File: config.mk
export PLATFORM = sky130hd
export DESIGN_NAME = neuron_mac_flat
export DESIGN_NICKNAME = d
export VERILOG_FILES = /design/src/rtl/nn_pkg.sv /design/src/rtl/neuron_mac_if.sv /design/src/rtl/mac_requant.sv /design/src/rtl/neuron_mac.sv /design/src/flat_wrapper.sv
export SDC_FILE = /design/constraint.sdc
export NUM_CORES = 1
export LEC_CHECK = 0
export BUFFER_PORTS_ARGS = -buffer_cell sky130_fd_sc_hd__buf_4
export CAP_MARGIN = 20
export CORE_ASPECT_RATIO = 0.9
export CORE_MARGIN = 1
export CORE_UTILIZATION = 55
export CTS_CLUSTER_DIAMETER = 200
export DETAILED_ROUTE_END_ITERATION = 7
export GPL_ROUTABILITY_DRIVEN = 0
export PLACE_DENSITY = 0.8
export SKIP_CTS_REPAIR_TIMING = 1
export SYNTH_ARGS = -nofsm -noshare
export SYNTH_HDL_FRONTEND = slang
export SYNTH_SLANG_ARGS = --single-unit
File: constraint.sdc
create_clock -name clk -period 3.3 [get_ports clk]
set_clock_uncertainty 0.1 [all_clocks]
set_input_delay 0.66 -clock clk [delete_from_list [all_inputs] [get_ports clk]]
set_output_delay 0.66 -clock clk [all_outputs]
set_load 0.01 [all_outputs]
File: src/rtl/nn_pkg.sv
// ============================================================================
// nn_pkg: shared widths, saturation limits and FSM encoding.  Rev 1.0
// ============================================================================
`default_nettype none

package nn_pkg;
  localparam int DW    = 16;
  localparam int FRAC  = 8;
  localparam int ACC_W = 40;
  localparam int AW    = 4;

  localparam logic [15:0] SAT_MAX = 16'h7FFF;
  localparam logic [15:0] SAT_MIN = 16'h8000;

  typedef enum logic {
    IDLE = 1'b0,
    ACC  = 1'b1
  } state_t;
endpackage

`default_nettype wire

File: src/rtl/neuron_mac_if.sv
// ============================================================================
// neuron_mac_if: operand-pair input stream and tagged result stream.  Rev 1.0
// ============================================================================
`default_nettype none

interface neuron_mac_if #(
  parameter int DW = nn_pkg::DW,
  parameter int AW = nn_pkg::AW
) ();
  logic          in_valid;
  logic          in_ready;
  logic [DW-1:0] in_data;
  logic [DW-1:0] in_weight;
  logic          in_first;
  logic          in_last;
  logic [AW-1:0] in_out_addr;
  logic          out_valid;
  logic          out_ready;
  logic [DW-1:0] out_data;
  logic [AW-1:0] out_addr;
  logic          out_sat;
  logic          seq_err;

  modport slave (
    input  in_valid, in_data, in_weight, in_first, in_last, in_out_addr, out_ready,
    output in_ready, out_valid, out_data, out_addr, out_sat, seq_err
  );

  modport master (
    output in_valid, in_data, in_weight, in_first, in_last, in_out_addr, out_ready,
    input  in_ready, out_valid, out_data, out_addr, out_sat, seq_err
  );
endinterface

`default_nettype wire

File: src/rtl/mac_requant.sv
// ============================================================================
// mac_requant: round-half-up requantize, saturate to DW, optional ReLU.  Rev 1.0
// ============================================================================
`default_nettype none

module mac_requant #(
  parameter int DW    = nn_pkg::DW,
  parameter int FRAC  = nn_pkg::FRAC,
  parameter int ACC_W = nn_pkg::ACC_W,
  parameter int RELU  = 1
) (
  input  logic signed [ACC_W-1:0] acc,
  output logic        [DW-1:0]    data,
  output logic                    sat
);
  import nn_pkg::*;

  localparam logic signed [ACC_W-1:0] HALF  = {{(ACC_W-1){1'b0}}, 1'b1} << (FRAC-1);
  localparam logic signed [ACC_W-1:0] R_MAX = {{(ACC_W-DW){1'b0}}, SAT_MAX};
  localparam logic signed [ACC_W-1:0] R_MIN = {{(ACC_W-DW){1'b1}}, SAT_MIN};

  logic signed [ACC_W-1:0] rounded;
  logic signed [ACC_W-1:0] shifted;
  logic        [DW-1:0]    clamped;

  assign rounded = acc + HALF;
  assign shifted = rounded >>> FRAC;

  always_comb begin
    sat     = 1'b0;
    clamped = shifted[DW-1:0];
    if (shifted > R_MAX) begin
      clamped = SAT_MAX;
      sat     = 1'b1;
    end else if (shifted < R_MIN) begin
      clamped = SAT_MIN;
      sat     = 1'b1;
    end
    // ReLU acts after the clamp, so sat still reports a negative saturation
    data = ((RELU != 0) && clamped[DW-1]) ? '0 : clamped;
  end
endmodule

`default_nettype wire

File: src/rtl/neuron_mac.sv
// ============================================================================
// neuron_mac: per-neuron multiply-accumulate, requantize and activate.  Rev 1.0
// ============================================================================
`default_nettype none

module neuron_mac #(
  parameter int DW    = nn_pkg::DW,
  parameter int FRAC  = nn_pkg::FRAC,
  parameter int ACC_W = nn_pkg::ACC_W,
  parameter int AW    = nn_pkg::AW,
  parameter int RELU  = 1
) (
  input  logic         clk,
  input  logic         rst,
  neuron_mac_if.slave  bus
);
  import nn_pkg::*;

  state_t state, state_nxt;
  logic   alive, stall, ready, accept, eff_first, err_set, err;

  logic signed [2*DW-1:0] s1_prod;
  logic                   s1_valid, s1_first, s1_last;
  logic        [AW-1:0]   s1_addr;
  logic signed [ACC_W-1:0] acc, prod_ext;
  logic                   s2_done;
  logic        [AW-1:0]   s2_addr;
  logic                   res_valid, res_sat, rq_sat;
  logic        [DW-1:0]   res_data, rq_data;
  logic        [AW-1:0]   res_addr;

  // in_ready is withheld for the first cycle after reset releases
  assign stall  = res_valid && !bus.out_ready;
  assign ready  = alive && !stall;
  assign accept = bus.in_valid && ready;

  always_ff @(posedge clk or posedge rst) begin
    if (rst) begin
      state <= IDLE;
      alive <= 1'b0;
      err   <= 1'b0;
    end else begin
      state <= state_nxt;
      alive <= 1'b1;
      if (err_set) err <= 1'b1;
    end
  end

  always_comb begin
    state_nxt = state;
    eff_first = bus.in_first || (state == IDLE);
    err_set   = 1'b0;
    if (accept) begin
      err_set   = (state == IDLE) ? !bus.in_first : bus.in_first;
      state_nxt = bus.in_last ? IDLE : ACC;
    end
  end

  assign prod_ext = {{(ACC_W-2*DW){s1_prod[2*DW-1]}}, s1_prod};

  always_ff @(posedge clk or posedge rst) begin
    if (rst) begin
      s1_valid  <= 1'b0;
      s1_prod   <= '0;
      s1_first  <= 1'b0;
      s1_last   <= 1'b0;
      s1_addr   <= '0;
      acc       <= '0;
      s2_done   <= 1'b0;
      s2_addr   <= '0;
      res_valid <= 1'b0;
      res_data  <= '0;
      res_sat   <= 1'b0;
      res_addr  <= '0;
    end else if (!stall) begin
      s1_valid <= accept;
      if (accept) begin
        s1_prod  <= $signed(bus.in_data) * $signed(bus.in_weight);
        s1_first <= eff_first;
        s1_last  <= bus.in_last;
        s1_addr  <= bus.in_out_addr;
      end
      s2_done <= s1_valid && s1_last;
      if (s1_valid) begin
        acc     <= s1_first ? prod_ext : acc + prod_ext;
        s2_addr <= s1_addr;
      end
      res_valid <= s2_done;
      if (s2_done) begin
        res_data <= rq_data;
        res_sat  <= rq_sat;
        res_addr <= s2_addr;
      end
    end
  end

  mac_requant #(
    .DW    (DW),
    .FRAC  (FRAC),
    .ACC_W (ACC_W),
    .RELU  (RELU)
  ) u_requant (
    .acc  (acc),
    .data (rq_data),
    .sat  (rq_sat)
  );

  assign bus.in_ready  = ready;
  assign bus.out_valid = res_valid;
  assign bus.out_data  = res_data;
  assign bus.out_addr  = res_addr;
  assign bus.out_sat   = res_sat;
  assign bus.seq_err   = err;
endmodule

`default_nettype wire

File: src/flat_wrapper.sv
// flat-port wrapper written by rule: the top's interface ports become plain ports
module neuron_mac_flat import nn_pkg::*;
#(
  parameter int DW    = nn_pkg::DW,
  parameter int FRAC  = nn_pkg::FRAC,
  parameter int ACC_W = nn_pkg::ACC_W,
  parameter int AW    = nn_pkg::AW,
  parameter int RELU  = 1
)
  (clk, rst, bus_in_valid, bus_in_data, bus_in_weight, bus_in_first, bus_in_last, bus_in_out_addr, bus_out_ready, bus_in_ready, bus_out_valid, bus_out_data, bus_out_addr, bus_out_sat, bus_seq_err);
  neuron_mac_if #(.DW(DW), .AW(AW)) bus_i ();
  input  logic clk;
  input  logic rst;
  input wire logic [$bits(bus_i.in_valid)-1:0] bus_in_valid;
  input wire logic [$bits(bus_i.in_data)-1:0] bus_in_data;
  input wire logic [$bits(bus_i.in_weight)-1:0] bus_in_weight;
  input wire logic [$bits(bus_i.in_first)-1:0] bus_in_first;
  input wire logic [$bits(bus_i.in_last)-1:0] bus_in_last;
  input wire logic [$bits(bus_i.in_out_addr)-1:0] bus_in_out_addr;
  input wire logic [$bits(bus_i.out_ready)-1:0] bus_out_ready;
  output wire logic [$bits(bus_i.in_ready)-1:0] bus_in_ready;
  output wire logic [$bits(bus_i.out_valid)-1:0] bus_out_valid;
  output wire logic [$bits(bus_i.out_data)-1:0] bus_out_data;
  output wire logic [$bits(bus_i.out_addr)-1:0] bus_out_addr;
  output wire logic [$bits(bus_i.out_sat)-1:0] bus_out_sat;
  output wire logic [$bits(bus_i.seq_err)-1:0] bus_seq_err;
  assign bus_i.in_valid = bus_in_valid;
  assign bus_i.in_data = bus_in_data;
  assign bus_i.in_weight = bus_in_weight;
  assign bus_i.in_first = bus_in_first;
  assign bus_i.in_last = bus_in_last;
  assign bus_i.in_out_addr = bus_in_out_addr;
  assign bus_i.out_ready = bus_out_ready;
  assign bus_in_ready = bus_i.in_ready;
  assign bus_out_valid = bus_i.out_valid;
  assign bus_out_data = bus_i.out_data;
  assign bus_out_addr = bus_i.out_addr;
  assign bus_out_sat = bus_i.out_sat;
  assign bus_seq_err = bus_i.seq_err;
  neuron_mac #(.DW(DW), .FRAC(FRAC), .ACC_W(ACC_W), .AW(AW), .RELU(RELU)) u_core (.clk(clk), .rst(rst), .bus(bus_i));
endmodule
==> metrics.md <==
| Metric | Value |
|---|---|
| Outcome | `finished with violations` |
| Failing checks | `setup timing` |
| Post-synthesis sequential area ratio | `0.1603` |
| Reg2reg setup slack | `0.10 ns` |
| Cell Area, Synth | `about 17000 um^2` |
| Largest cells by area after synthesis | `fa_1 (31%), dfrtp_1 (16%), ha_1 (9.1%)` |
| Unique masters post-synth | `74` |
| Worst-path clk slew | `roughly 0.080 ns` |
| Post-route DRC | `0` |
| Highest net fanout along the worst path | `7` |
| Clk root buf | `clkbuf_16` |
| Mean Syn Cell Area | `8.838 um^2` |
| CTS Buf Count | `9` |
| Worst-Skew Late Latency | `approximately 0.36 ns` |
| Clk buf depth | `2` |
| Vias post-DR | `between 10000 and 15000` |
| Startpoint Class | `input port` |
| Worst setup EP type | `register` |
| Post-synth top area share | `0.3124` |
| Asr flop ratio synth | `1.000` |
| Arrival @ worst endpoint | `6.04 ns` |
| Setup violations, final | `27` |
| Final hold violation count | `0` |
| Main combinational cell family by area after synthesis | `adder cells` |
| Most common flop cell mapped by yosys | `dfrtp_1` |
| Share of cells above drive strength 1 | `0.2679` |
| Ant. Diodes | `0` |
| Adder-cell share of the synthesized area | `0.4037` |
| PnR worst setup slack | `-2.592 ns` |
| Commonest cells post-synth | `inv_1 (355), fa_1 (263), nand2_1 (242)` |
| Initial antenna violation count | `0` |
| Number of I/O port buffers | `between 60 and 70` |
| Post-synth EDFFs | `0` |
| Detailed Place HPWL | `33.15 mm` |
| Largest net degree at the start of global routing | `47` |
| Final min period | `5.892 ns` |
| Slew Viols, Final | `0` |
| Compound-gate portion of the synthesized area | `0.1099` |
| Syn Nets | `around 2300` |
| Layout area overhead | `24.82%` |
| Yosys synthesis warning count | `0` |
| Die ar. | `~31000 um^2` |
| Total GRT Usage | `0.2700` |
| Row count | `60` |
| Final Hold Slack | `0.3280 ns` |
| Layout Nets | `2562` |
| Clock tree from TritonCTS | `yes` |
| Req. time, crit path | `3.44 ns` |
| Number of max-cap violations | `0` |
| Initial core utilization | `0.5613` |
| Synth Register Bits | `about 110` |
| Synth Instances | `1907` |
| Achievable Freq | `0.1697 GHz` |
| Core box area | `about 30000 um^2` |
| Sink Count | `around 110` |
| RSZ-0062 raised after global routing | `true` |
| Critical Setup Path Class | `input port to register` |
| First-pass GRT wire length | `around 70 mm` |
| Simple-gate share of the synthesized area | `0.1667` |
| Synth Area in XOR/XNOR | `0.04625` |
| Most frequent cell after synthesis | `inv_1` |
| Cell taking the most area after synthesis | `fa_1` |
| Max-slew headroom | `0.4325` |
| Die width | `186.5 um` |
| DRT antenna net count | `0` |
| Die height | `168.1 um` |
| DR WL/cell | `16.73 um` |
| Multiplexer share of the synthesized area | `0.01574` |
| H-tree depth | `3` |
| Hold Crit Class | `input port to async pin` |
| Fill count | `2102` |
| First DRT Iteration DRCs | `~950` |
| Vias per cell | `around 5.6` |
| Vias in the first global route | `between 15000 and 20000` |
| Boundary Pins | `66` |
| GRT overflow | `0` |
| Worst slew pin tran | `0.8513 ns` |
| TritonRoute pass-1 iters | `5` |
| Detailed Route WL | `42.52 mm` |
| Final Cycle Share | `1.785` |
## critical path, stage by stage
cell	delay [ns]
buf_4	0.10
clkinvlp_4	0.10
buf_12	0.16
nor2_2	0.14
fa_1	0.45
fa_1	0.53
fa_1	0.59
fa_2	0.44
fa_1	0.51
inv_2	0.04
fa_1	0.52
inv_2	0.05
ha_4	0.16
nor3_2	0.18
o211ai_1	0.15
a221oi_2	0.35
o21ai_4	0.12
buf_4	0.16
o21ai_4	0.14
a31oi_1	0.10
a21oi_1	0.16
xnor2_1	0.14
o21ai_1	0.09
## metal layers
layer | share of wire | up-vias | global-route usage
li1 | - | 6481 | -
met1 | 0.40 | 7208 | 0.3401
met2 | 0.52 | 461 | 0.4904
met3 | 0.051 | 117 | 0.02752
met4 | 0.029 | 0 | 0.08197
met5 | 0 | - | 0
## final cells by class
| type | instances | area, um^2 | area share |
|---|---|---|---|
| tap | 403 | 504.2 | 0.02397 |
| sequential | 108 | 2706 | 0.1286 |
| timing repair buffer | 284 | 2474 | 0.1176 |
| clock inverter | 7 | 73.82 | 0.003509 |
| clock buffer | 9 | 225.2 | 0.01071 |
| multi-input combinational | 1376 | 13710 | 0.6518 |
| inverter | 355 | 1343 | 0.06382 |
## through the flow
stage,setup TNS (ns),cell area [um^2],instances,setup WS [ns],utilization
floorplan,-51.62,17880,1907,-2.640,-
global placement,-63.35,19820,2504,-2.848,0.6600
detailed placement,-65.39,19820,2504,-2.959,0.6600
CTS,-55.00,20120,2520,-2.588,0.6700
global route,-59.14,21040,2542,-2.872,0.7006
finish,-54.39,21040,2542,-2.592,0.7006
## sequential cells by signal, summed over array words and instances (netlist names)
signal,flops
u_core.acc,40
u_core.alive,1
u_core.bus.out_addr,4
u_core.bus.out_data,15
u_core.bus.out_sat,1
u_core.bus.out_valid,1
u_core.bus.seq_err,1
u_core.s1_addr,4
u_core.s1_first,1
u_core.s1_last,1
u_core.s1_prod,32
u_core.s1_valid,1
u_core.s2_addr,4
u_core.s2_done,1
u_core.state,1
## cells by family after synthesis
kind of cell	Yosys count
AOI/OAI and AO/OA	295
adders and majority gates	386
other	2
DFF	108
muxes	24
xor gates and xnor gates	89
and+or+nand+nor	579
buffers and inverters	424
## cells in the final DEF, fill, tap and decap left out, types with 7 or more instances in the layout
master       n
buf_12      11
buf_6       29
a21oi_2     27
ha_4        34
fa_2        23
xnor2_1     41
o21a_1      10
o21ai_0     51
fa_1       240
nor3_1      15
nand3_1     27
nand2b_1    10
nand4_1     12
nor2_2       8
nor2_1      73
nand2_4      8
nand2_2     12
buf_8        8
a21o_1      26
inv_1      308
a21oi_1     68
ha_1        87
mux2i_1      7
buf_4      234
o31ai_1      7
xor2_1      39
dfrtp_1    105
and3_1      13
o21ai_1     24
xnor2_2      9
a221o_1      7
and2_1     108
nand2_1    222
mux2_2      15
o21bai_1    10
clkbuf_16   11
and2_4      22
inv_2       44
## final timing paths
path	startpoint	depth (start not counted)	end
setup / recovery	bus_in_weight[15]	23	u_core.s1_prod[31]
hold / removal	rst	2	u_core.s1_prod[4]
setup reg to reg	u_core.s1_prod[1]	11	u_core.acc[29]
hold reg to reg	u_core.s1_addr[2]	2	u_core.s2_addr[2]
max in group asynchronous	rst	3	u_core.s1_prod[24]
min in group clk	u_core.s1_addr[2]	2	u_core.s2_addr[2]
Power is left out: the tool's default activity adds up to more than one toggle a clock period on the data nets, which glitch-free logic cannot reach.
